===== config.mk =====
export PLATFORM = sky130hd
export DESIGN_NAME = cci_mpf_prim_repl_lru_client
export DESIGN_NICKNAME = d
export VERILOG_FILES = /design/src/rtl/cci_mpf_prim_repl_lru_client_pkg.sv /design/src/rtl/cci_mpf_prim_repl_ref_fifo.sv /design/src/rtl/cci_mpf_prim_repl_lru_client.sv
export SDC_FILE = /design/constraint.sdc
export NUM_CORES = 1
export LEC_CHECK = 0
export CAP_MARGIN = 25
export CORE_MARGIN = 2
export CORE_UTILIZATION = 40
export DETAILED_ROUTE_END_ITERATION = 7
export PLACE_DENSITY = 0.66
export REMOVE_ABC_BUFFERS = 1
export SLEW_MARGIN = 0
export SYNTH_ARGS = -nofsm -noshare
export SYNTH_HDL_FRONTEND = slang
export SYNTH_SLANG_ARGS = --single-unit

===== constraint.sdc =====
create_clock -name clk -period 5.32 [get_ports clk]
set_input_delay 1.064 -clock clk [delete_from_list [all_inputs] [get_ports clk]]
set_output_delay 1.064 -clock clk [all_outputs]
set_load 0.05 [all_outputs]

===== src/rtl/cci_mpf_prim_repl_lru_client_pkg.sv =====
// cci_mpf_prim_repl_lru_client_pkg: shared LRU client types, victim FSM states and way-to-one-hot helper
package cci_mpf_prim_repl_lru_client_pkg;
  localparam int DEF_N_WAYS = 4;
  localparam int DEF_N_ENTRIES = 1024;
  localparam int MAX_WAYS = 64;
  typedef logic [$clog2(DEF_N_ENTRIES)-1:0] t_repl_entry_idx;
  typedef logic [DEF_N_WAYS-1:0] t_repl_way_vec;
  typedef logic [$clog2(DEF_N_WAYS)-1:0] t_repl_way_idx;
  typedef enum logic [1:0] {S_IDLE, S_LOOKUP, S_WAIT, S_RSP} t_victim_state;
  function automatic logic [MAX_WAYS-1:0] way_to_vec(input int unsigned way);
    return MAX_WAYS'(1) << way;
  endfunction
endpackage


===== src/rtl/cci_mpf_prim_repl_ref_fifo.sv =====
// cci_mpf_prim_repl_ref_fifo: coalescing hit-reference FIFO (hit_* in, ref_* registered out to LRU port 0, dropped count)
module cci_mpf_prim_repl_ref_fifo
  import cci_mpf_prim_repl_lru_client_pkg::*;
#(
  parameter int N_WAYS = DEF_N_WAYS,
  parameter int N_ENTRIES = DEF_N_ENTRIES,
  parameter int DEPTH = 4
) (
  input  logic                         clk,
  input  logic                         reset_n,
  input  logic [$clog2(N_ENTRIES)-1:0] hit_idx,
  input  logic [$clog2(N_WAYS)-1:0]    hit_way,
  input  logic                         hit_en,
  input  logic                         lru_rdy,
  output logic [$clog2(N_ENTRIES)-1:0] ref_idx,
  output logic [N_WAYS-1:0]            ref_vec,
  output logic                         ref_en,
  output logic [15:0]                  dropped
);
  localparam int IW = $clog2(N_ENTRIES);
  localparam int PW = $clog2(DEPTH);
  typedef struct packed {
    logic [IW-1:0]     idx;
    logic [N_WAYS-1:0] vec;
  } t_ent;
  t_ent mem_q [DEPTH];
  t_ent mem_d [DEPTH];
  t_ent ref_q, ref_d;
  logic ref_en_q, ref_en_d;
  logic [PW-1:0] wr_q, wr_d, rd_q, rd_d, tail;
  logic [PW:0] cnt_q, cnt_d;
  logic [15:0] drop_q, drop_d;
  logic [N_WAYS-1:0] hit_vec;
  logic pop, tail_hit, push, drop;
  assign hit_vec = N_WAYS'(way_to_vec(32'(hit_way)));
  assign tail = wr_q - 1'b1;
  always_comb begin
    pop = lru_rdy && cnt_q != '0;
    tail_hit = hit_en && cnt_q != '0 && mem_q[tail].idx == hit_idx && !(pop && cnt_q == (PW+1)'(1));
    push = hit_en && !tail_hit && (cnt_q != (PW+1)'(DEPTH) || pop);
    drop = hit_en && !tail_hit && !push;
    mem_d = mem_q;
    if (tail_hit) mem_d[tail].vec = mem_q[tail].vec | hit_vec;
    if (push) mem_d[wr_q] = '{idx: hit_idx, vec: hit_vec};
    wr_d = wr_q + PW'(push);
    rd_d = rd_q + PW'(pop);
    cnt_d = cnt_q + (PW+1)'(push) - (PW+1)'(pop);
    drop_d = drop_q + 16'(drop && drop_q != '1);
    ref_en_d = pop;
    ref_d = pop ? mem_q[rd_q] : ref_q;
  end
  always_ff @(posedge clk or negedge reset_n) begin
    if (!reset_n) begin
      mem_q <= '{default: '0};
      ref_q <= '0;
      ref_en_q <= 1'b0;
      wr_q <= '0;
      rd_q <= '0;
      cnt_q <= '0;
      drop_q <= '0;
    end else begin
      mem_q <= mem_d;
      ref_q <= ref_d;
      ref_en_q <= ref_en_d;
      wr_q <= wr_d;
      rd_q <= rd_d;
      cnt_q <= cnt_d;
      drop_q <= drop_d;
    end
  end
  assign ref_idx = ref_q.idx;
  assign ref_vec = ref_q.vec;
  assign ref_en = ref_en_q;
  assign dropped = drop_q;
endmodule


===== src/rtl/cci_mpf_prim_repl_lru_client.sv =====
// cci_mpf_prim_repl_lru_client: victim request/response FSM over one LRU lookup plus coalesced hit references to LRU port 0
module cci_mpf_prim_repl_lru_client
  import cci_mpf_prim_repl_lru_client_pkg::*;
#(
  parameter int N_WAYS = DEF_N_WAYS,
  parameter int N_ENTRIES = DEF_N_ENTRIES,
  parameter int HIT_FIFO_DEPTH = 4
) (
  input  logic                         clk,
  input  logic                         reset_n,
  input  logic [$clog2(N_ENTRIES)-1:0] victimReqIdx,
  input  logic                         victimReqEn,
  output logic                         victimReqRdy,
  output logic [$clog2(N_WAYS)-1:0]    victimRspWay,
  output logic [N_WAYS-1:0]            victimRspWayVec,
  output logic                         victimRspValid,
  input  logic                         victimRspRdy,
  input  logic [$clog2(N_ENTRIES)-1:0] hitIdx,
  input  logic [$clog2(N_WAYS)-1:0]    hitWay,
  input  logic                         hitEn,
  output logic [15:0]                  droppedHits,
  input  logic                         lruRdy,
  output logic [$clog2(N_ENTRIES)-1:0] lruLookupIdx,
  output logic                         lruLookupEn,
  input  logic [$clog2(N_WAYS)-1:0]    lruLookupRsp,
  input  logic [N_WAYS-1:0]            lruLookupVecRsp,
  input  logic                         lruLookupRspRdy,
  output logic [$clog2(N_ENTRIES)-1:0] lruRefIdx0,
  output logic [N_WAYS-1:0]            lruRefWayVec0,
  output logic                         lruRefEn0,
  output logic [$clog2(N_ENTRIES)-1:0] lruRefIdx1,
  output logic [N_WAYS-1:0]            lruRefWayVec1,
  output logic                         lruRefEn1
);
  localparam int IW = $clog2(N_ENTRIES);
  localparam int WW = $clog2(N_WAYS);
  t_victim_state state_q, state_d;
  logic req_rdy_q, req_rdy_d, lookup_en_q, lookup_en_d, rsp_valid_q, rsp_valid_d, ref1_en_q, ref1_en_d;
  logic [IW-1:0] lookup_idx_q, lookup_idx_d, ref1_idx_q, ref1_idx_d;
  logic [WW-1:0] way_q, way_d;
  logic [N_WAYS-1:0] vec_q, vec_d, ref1_vec_q, ref1_vec_d;
  always_comb begin
    state_d = state_q;
    req_rdy_d = 1'b0;
    lookup_en_d = 1'b0;
    lookup_idx_d = lookup_idx_q;
    way_d = way_q;
    vec_d = vec_q;
    rsp_valid_d = rsp_valid_q;
    ref1_en_d = 1'b0;
    ref1_idx_d = ref1_idx_q;
    ref1_vec_d = ref1_vec_q;
    case (state_q)
      S_IDLE: begin
        if (victimReqEn && req_rdy_q) begin
          state_d = S_LOOKUP;
          lookup_en_d = 1'b1;
          lookup_idx_d = victimReqIdx;
        end else req_rdy_d = lruRdy;
      end
      S_LOOKUP: state_d = S_WAIT;
      S_WAIT: begin
        if (lruLookupRspRdy) begin
          state_d = S_RSP;
          way_d = lruLookupRsp;
          vec_d = lruLookupVecRsp;
          rsp_valid_d = 1'b1;
        end
      end
      S_RSP: begin
        if (victimRspRdy) begin
          state_d = S_IDLE;
          rsp_valid_d = 1'b0;
          ref1_en_d = 1'b1;
          ref1_idx_d = lookup_idx_q;
          ref1_vec_d = N_WAYS'(way_to_vec(32'(way_q)));
          req_rdy_d = lruRdy;
        end
      end
      default: state_d = S_IDLE;
    endcase
  end
  always_ff @(posedge clk or negedge reset_n) begin
    if (!reset_n) begin
      state_q <= S_IDLE;
      req_rdy_q <= 1'b0;
      lookup_en_q <= 1'b0;
      lookup_idx_q <= '0;
      way_q <= '0;
      vec_q <= '0;
      rsp_valid_q <= 1'b0;
      ref1_en_q <= 1'b0;
      ref1_idx_q <= '0;
      ref1_vec_q <= '0;
    end else begin
      state_q <= state_d;
      req_rdy_q <= req_rdy_d;
      lookup_en_q <= lookup_en_d;
      lookup_idx_q <= lookup_idx_d;
      way_q <= way_d;
      vec_q <= vec_d;
      rsp_valid_q <= rsp_valid_d;
      ref1_en_q <= ref1_en_d;
      ref1_idx_q <= ref1_idx_d;
      ref1_vec_q <= ref1_vec_d;
    end
  end
  assign victimReqRdy = req_rdy_q;
  assign victimRspWay = way_q;
  assign victimRspWayVec = vec_q;
  assign victimRspValid = rsp_valid_q;
  assign lruLookupIdx = lookup_idx_q;
  assign lruLookupEn = lookup_en_q;
  assign lruRefIdx1 = ref1_idx_q;
  assign lruRefWayVec1 = ref1_vec_q;
  assign lruRefEn1 = ref1_en_q;
  cci_mpf_prim_repl_ref_fifo #(
    .N_WAYS(N_WAYS),
    .N_ENTRIES(N_ENTRIES),
    .DEPTH(HIT_FIFO_DEPTH)
  ) u_ref_fifo (
    .clk(clk),
    .reset_n(reset_n),
    .hit_idx(hitIdx),
    .hit_way(hitWay),
    .hit_en(hitEn),
    .lru_rdy(lruRdy),
    .ref_idx(lruRefIdx0),
    .ref_vec(lruRefWayVec0),
    .ref_en(lruRefEn0),
    .dropped(droppedHits)
  );
endmodule


After elaboration in Yosys (flattened, before gate mapping)

Cells that the tools add are included.
Widths: inputs -> output; s select.

Bits in registers: 130
Bits in latches: 0
Memory bits (writable): 0
ROM bits: 0
Bits of input ports: 35
Output and inout port bits: 65
Word-level logic and storage cells: 104
Memories kept: 0

Add/subtract/negate cells: 6
Multiply operators: 0
Divide/modulo/power cells: 0
Magnitude comparators: 5
Eq/ne operators: 10
Shift operators: 2
Mux-type cells: 28
Bitwise logic cells: 4
Reduce and logical (&&, ||, !) cells: 24

Operators by type and width:

| kind                 | number |
|---|---|
| $bwmux 56            | 2 |
| $mux 56              | 2 |
| $mux 14              | 5 |
| $bmux 14 s2          | 2 |
| $demux 14 s2         | 2 |
| $add 16x1->16        | 1 |
| $ne 16x16->1 const B | 1 |
| $logic_and 1x1->1    | 12 |
| $eq 10x10->1         | 1 |
| $ge 3x3->1 const B   | 3 |
| $not 2->3            | 3 |
| $mux 1               | 8 |
| $pmux 2 s4           | 1 |
| $shl 1x2->4 const A  | 2 |
| $lt 3x1->1 const B   | 2 |
| $mux 2               | 3 |
| $ne 2x2->1 const B   | 3 |
| $reduce_and 2->1     | 3 |
| $reduce_and 3->1     | 2 |
| $add 2x1->2          | 2 |
| $eq 2x2->1 const B   | 2 |
| $mux 4               | 1 |
| $or 4x4->4           | 1 |
| $pmux 1 s2           | 2 |
| other kinds (11)     | 13 |

Logic depth before layout (Yosys ltp)

Depth after elaboration: 15
Mapped depth: 19
Gate-level depth less buffers: 13

Hierarchy

Synthesis repeated with hierarchy kept, for this count alone.

Cell total of the unflattened synthesis: 447
Area total of the unflattened synthesis: 6296.0 µm²

By module, submodules not included:

| module                       | times used | cells each | area each (µm²) | seq. area each (µm²) |
|---|---|---|---|---|
| cci_mpf_prim_repl_ref_fifo   | 1          | 350        | 4853.4          | 2352.3 |
| cci_mpf_prim_repl_lru_client | 1          | 97         | 1442.6          | 900.9 |

Least setup slack after synthesis

Ideal clock, no wire load.

Path kind: register to register
Start: register u_ref_fifo.wr_q[0]
End: register u_ref_fifo.drop_q[14], in the netlist u_ref_fifo.dropped[14]
Data arrival time: 3.417 ns
Required time: 5.179 ns
Path slack: 1.762 ns
Stages on the path, launching flop included: 20
Path through: dfrtp_1 > buf_6 > inv_1 > ha_1 > buf_4 > buf_12 > mux2i_1 > xor2_1 > o2111ai_1 > nor2_2 > and3_4 > buf_6 > buf_4 > buf_4 > nor2_1 > ha_1 > and2_1 > and3_1 > nand4_1 > xnor2_1

Cells in the longest elaborated chain, start to end: 15

RTL lines:

| what                                | line                                                               | text |
|---|---|---|
| from (decl)                         | cci_mpf_prim_repl_ref_fifo.sv:30                                   | `logic [PW-1:0] wr_q, wr_d, rd_q, rd_d, tail;` |
| from (signal assigned)              | cci_mpf_prim_repl_ref_fifo.sv:65                                   | `wr_q <= wr_d;` |
| $sub 2x1->2 (*)                     | cci_mpf_prim_repl_ref_fifo.sv:36                                   | `assign tail = wr_q - 1'b1;` |
| $not 2->3 (not written as such) (*) | cci_mpf_prim_repl_ref_fifo.sv:39                                   | `tail_hit = hit_en && cnt_q != '0 && mem_q[tail].idx == hit_idx && !(pop && cnt_q == (PW+1)'(1));` |
| $bmux 14 s2 (*)                     | cci_mpf_prim_repl_ref_fifo.sv:39                                   |  |
| $mux 14 (not written as such) (*)   | cci_mpf_prim_repl_ref_fifo.sv:39                                   |  |
| $mux 14 (*)                         | n/a                                                                |  |
| $eq 10x10->1 (*)                    | cci_mpf_prim_repl_ref_fifo.sv:39                                   |  |
| $logic_and 1x1->1 (*) (2 in a row)  | cci_mpf_prim_repl_ref_fifo.sv:39                                   |  |
| $logic_not 1->1 (*)                 | cci_mpf_prim_repl_ref_fifo.sv:40, cci_mpf_prim_repl_ref_fifo.sv:41 |  |
| $logic_and 1x1->1 (*)               | cci_mpf_prim_repl_ref_fifo.sv:40, cci_mpf_prim_repl_ref_fifo.sv:41 |  |
| $logic_and 1x1->1                   | cci_mpf_prim_repl_ref_fifo.sv:40                                   | `push = hit_en && !tail_hit && (cnt_q != (PW+1)'(DEPTH) \|\| pop);` |
| $logic_not 1->1                     | cci_mpf_prim_repl_ref_fifo.sv:41                                   | `drop = hit_en && !tail_hit && !push;` |
| $logic_and 1x1->1 (*)               | cci_mpf_prim_repl_ref_fifo.sv:41                                   |  |
| $logic_and 1x1->1 (*)               | cci_mpf_prim_repl_ref_fifo.sv:48                                   | `drop_d = drop_q + 16'(drop && drop_q != '1);` |
| $add 16x1->16 (*)                   | cci_mpf_prim_repl_ref_fifo.sv:48                                   |  |
| via u_ref_fifo.drop_d[14]           | cci_mpf_prim_repl_ref_fifo.sv:32                                   | `logic [15:0] drop_q, drop_d;` |
| to (signal assigned)                | cci_mpf_prim_repl_ref_fifo.sv:68                                   | `drop_q <= drop_d;` |
| to (decl)                           | cci_mpf_prim_repl_ref_fifo.sv:32                                   |  |

The timed path passes the listed nets; every way through them passes the cells marked *. The select of a mux whose other input is x is not followed.
A chain may end at the register's enable or synchronous reset.

Final worst setup path

Start: register u_ref_fifo.wr_q[1]
End: register u_ref_fifo.drop_q[14], in the netlist u_ref_fifo.dropped[14]

The elaborated chain is that of the path after synthesis.

==> results.md <==
* #FFs+latches synth at 130
* Setup CP Type: reg2reg
* Fin Setup TNS at 0 ns
* Initial antenna violation count at 0
* Clock-pin slew on the worst setup and hold paths at 0.06 ns
* Drt wl/cell at 18.38 µm
* F_max at 254.2 MHz
* Max incr delay on CP at 0.48 ns
* DR vias at 4170
* Part of the power in registers at 0.307
* Chip Width at 131.0 µm
* IO Port Bufs at 99
* Vias per inst at 5.206
* Max_cap viols at 0
* Htree depth at 4
* Skew final at 0.006004 ns
* Area grow syn2layout at 28.31%
* Area leader, netlist: dfrtp_1
* CORE AREA at 0.01583 mm²
* NetSw at 2323 µW
* TritonCTS Buffers at 17
* Clock Path Buffers at 2
* Switching share of power at 0.3940
* Final WL at 14.72 mm
* Gate Count Post-Synth at 465
* # Post-CTS Setup Buffers at 0
* Share of the synthesized area in the top cell type at 0.5039
* Ys Warns at 0
* Clock latency on the worst-skew pair at 0.42 ns
* RSZ-0062 raised after global routing: no
* Starting DRC count in detailed routing at 236
* GP Congestion at 0.8611
* Post-CTS Hold Buffers at 0
* DIE HEIGHT at 131.0 µm
* Post-Syn Area at 0.006456 mm²
* Final core occ at 0.5234
* Crit path time final at 3.935 ns
* Starting Density at 0.4079
* Lkg Pwr at 0.003667 µW
* Slew headroom at 0.3826
* Internal at 3573 µW
* Largest net degree at the start of global routing at 56
* Pin slew with the least headroom to its limit at 0.9261 ns
* Clock power share at 0.207
* CTS Root Cell: clkbuf_16
* Detailed Place HPWL at 9.914 mm
* Detailed Routing Iterations Pass 1 at 5
* Required time worst endpoint at 5.66 ns
* CP startpoint kind: flop
* Hold Vio Cnt, Final at 0
* Hold Path Class: reg2reg
* Crit-path max FO at 34
* Vias in the first global route at 4396
* Global-route wire length before repair at 23.65 mm
* FP Rows at 46
* Die area at 0.01717 mm²
* Total global routing overflow at 0
* Sequential fraction of the synthesis area at 0.5039
* Worst vdd ir at 0.3339 mV
* GR Util All Layers at 0.1831
* PostCTS Resize Cnt at 0
* Multi-input logic area at 0.003012 mm²
* Register area at 0.003253 mm²
* Result of the run: complete, no violations
* Number of remaining DRC errors at 0
* # nets final at 624
* Antenna-violating nets left at 0
* Logic pwr share at 0.486
* CP max-delay cell: and3_4
* Cells along the critical path: inv_1 -> ha_1 -> buf_4 -> mux2i_1 -> xor2_1 -> nand4_1 -> o21ai_1 -> and3_4 -> nor2_1 -> ha_1 -> and2_1 -> and3_1 -> nand4_1 -> xnor2_1
* PwrDens at 711.7 mW/mm²
* I/O pins at 100
* CTS tree: built
* Crit path arrival time at 4.28 ns
* Ranking of synthesized cells by area: dfrtp_1, mux2_2, mux4_2, mux2_4, ha_1
* Layout cells sized above 1 at 0.2650
* CP Capture Type: flop
* Final period util at 0.7396
* CTS sink cnt at 130
* Final Setup Violations at 0
* Syn avg cell area at 13.88 µm²
* Yosys cell types at 45
* Ant. Diodes at 0
* Fillcell total at 1380
* Max-slew violation count at 0
-- synth_stat cells, drive strengths merged --
cell type    n
mux4        20
nor4b        1
a22o         1
nor3b        1
clkbuf       8
nand4       10
and3         6
mux2        81
xor2        22
buf         13
nor2b        2
dfrtp      130
nor2         8
ha          16
o2111ai      1
a222oi       1
xnor2       15
o211a       11
o21ai        9
o311ai       1
or4b         1
or3          3
or4         11
a21oi        1
nand3       21
nand2       22
nand2b       3
fa           1
and4         2
mux2i       17
nor3         1
and2         2
o221a        5
inv         13
o31ai        5
-- layout by cell type (no fill, tap or decap), drive strengths merged, types with 5 or more instances in the layout --
master and count:
dfrtp 130, clkdlybuf4s50 98, mux2 81, xor2 22, nand2 22, nand3 21, mux4 20, mux2i 17
clkbuf 17, ha 16, xnor2 15, inv 13, or4 11, o211a 11, buf 11, nand4 10
o21ai 9, clkinv 9, nor2 8, and3 6, o221a 5, o31ai 5
-- metrics by stage --
step | instances | power (µW) | setup WS (ns) | cell area (µm²) | hold WS [ns]
floorplan | 444 | 3803 | 1.409 | 6302 | 0.4920
global placement | 768 | 4602 | 1.487 | 7640 | 0.4621
detailed placement | 769 | 4704 | 1.355 | 7667 | 0.4767
CTS | 801 | 5950 | 1.363 | 8284 | 0.4885
global route | 801 | 6229 | 1.014 | 8284 | 0.5006
finish | 801 | 5896 | 1.385 | 8284 | 0.4859
-- cell type report --
| cell class | count | area share |
|---|---|---|
| clock buffer | 17 | 0.05135 |
| clock inverter | 15 | 0.02311 |
| inverter | 13 | 0.005890 |
| multi-input combinational | 301 | 0.3635 |
| sequential | 130 | 0.3927 |
| tap | 216 | 0.03262 |
| timing repair buffer | 109 | 0.1308 |
-- power by group through the flow --
| stage | Clock (µW) | Combinational [µW] | Sequential, µW |
|---|---|---|---|
| final | 1220 | 2860 | 1810 |
| after global routing | 1290 | 3060 | 1880 |
| after CTS | 1240 | 2900 | 1810 |
| after detailed placement | 0 | 2880 | 1820 |
| after global placement | 0 | 2780 | 1820 |
| after floorplan | 0 | 1420 | 2380 |
-- kinds of logic after synthesis --
family          share of synthesized area
compound gates                    0.04496
xor+xnor                          0.05019
fa+ha+maj                         0.03411
buf+inv                           0.03139
flops                              0.5039
mux                                0.2543
simple gates                      0.08120
-- worst max-delay path, delay by kind of cell, from the launching register on --
family	cells	cell delay (ns)
AOI/OAI and AO/OA	1	0.37
xor gates and xnor gates	2	0.30
adders and majority gates	2	0.71
buffers and inverters	2	0.49
DFF	1	0.44
muxes	1	0.26
and+or+nand+nor	6	1.27
-- sequential cells by signal (all words and copies together), names as in the netlist --
name                cells
u_ref_fifo.ref_idx     10
u_ref_fifo.cnt_q        3
victimRspWayVec         4
victimRspWay            2
state_q                 2
u_ref_fifo.rd_q         2
victimRspValid          1
u_ref_fifo.dropped     16
lruRefEn1               1
lruRefIdx1             10
lruLookupEn             1
victimReqRdy            1
u_ref_fifo.ref_en       1
lruLookupIdx           10
u_ref_fifo.ref_vec      4
u_ref_fifo.mem_q       56
lruRefWayVec1           4
u_ref_fifo.wr_q         2
-- metal layers --
layer / track usage / share of wire / vias to the layer above
met4: 0.05882 / 0.014 / 0
li1: - / - / 1928
met2: 0.2941 / 0.49 / 108
met5: 0 / 0 / -
met1: 0.2439 / 0.45 / 2119
met3: 0.04764 / 0.048 / 15
-- final timing paths --
path | slack (ns) | start | to | depth (start not counted)
max | 1.39 | u_ref_fifo.wr_q[1] | u_ref_fifo.dropped[14] | 14
min | 0.49 | u_ref_fifo.dropped[9] | u_ref_fifo.dropped[9] | 1
max reg2reg | 1.39 | u_ref_fifo.wr_q[1] | u_ref_fifo.dropped[14] | 14
min reg2reg | 0.49 | u_ref_fifo.dropped[9] | u_ref_fifo.dropped[9] | 1
max in group asynchronous | 3.60 | reset_n | u_ref_fifo.mem_q[30] | 2
min in group asynchronous | 0.69 | reset_n | u_ref_fifo.ref_idx[1] | 1
(Power assumes the default switching activity.)
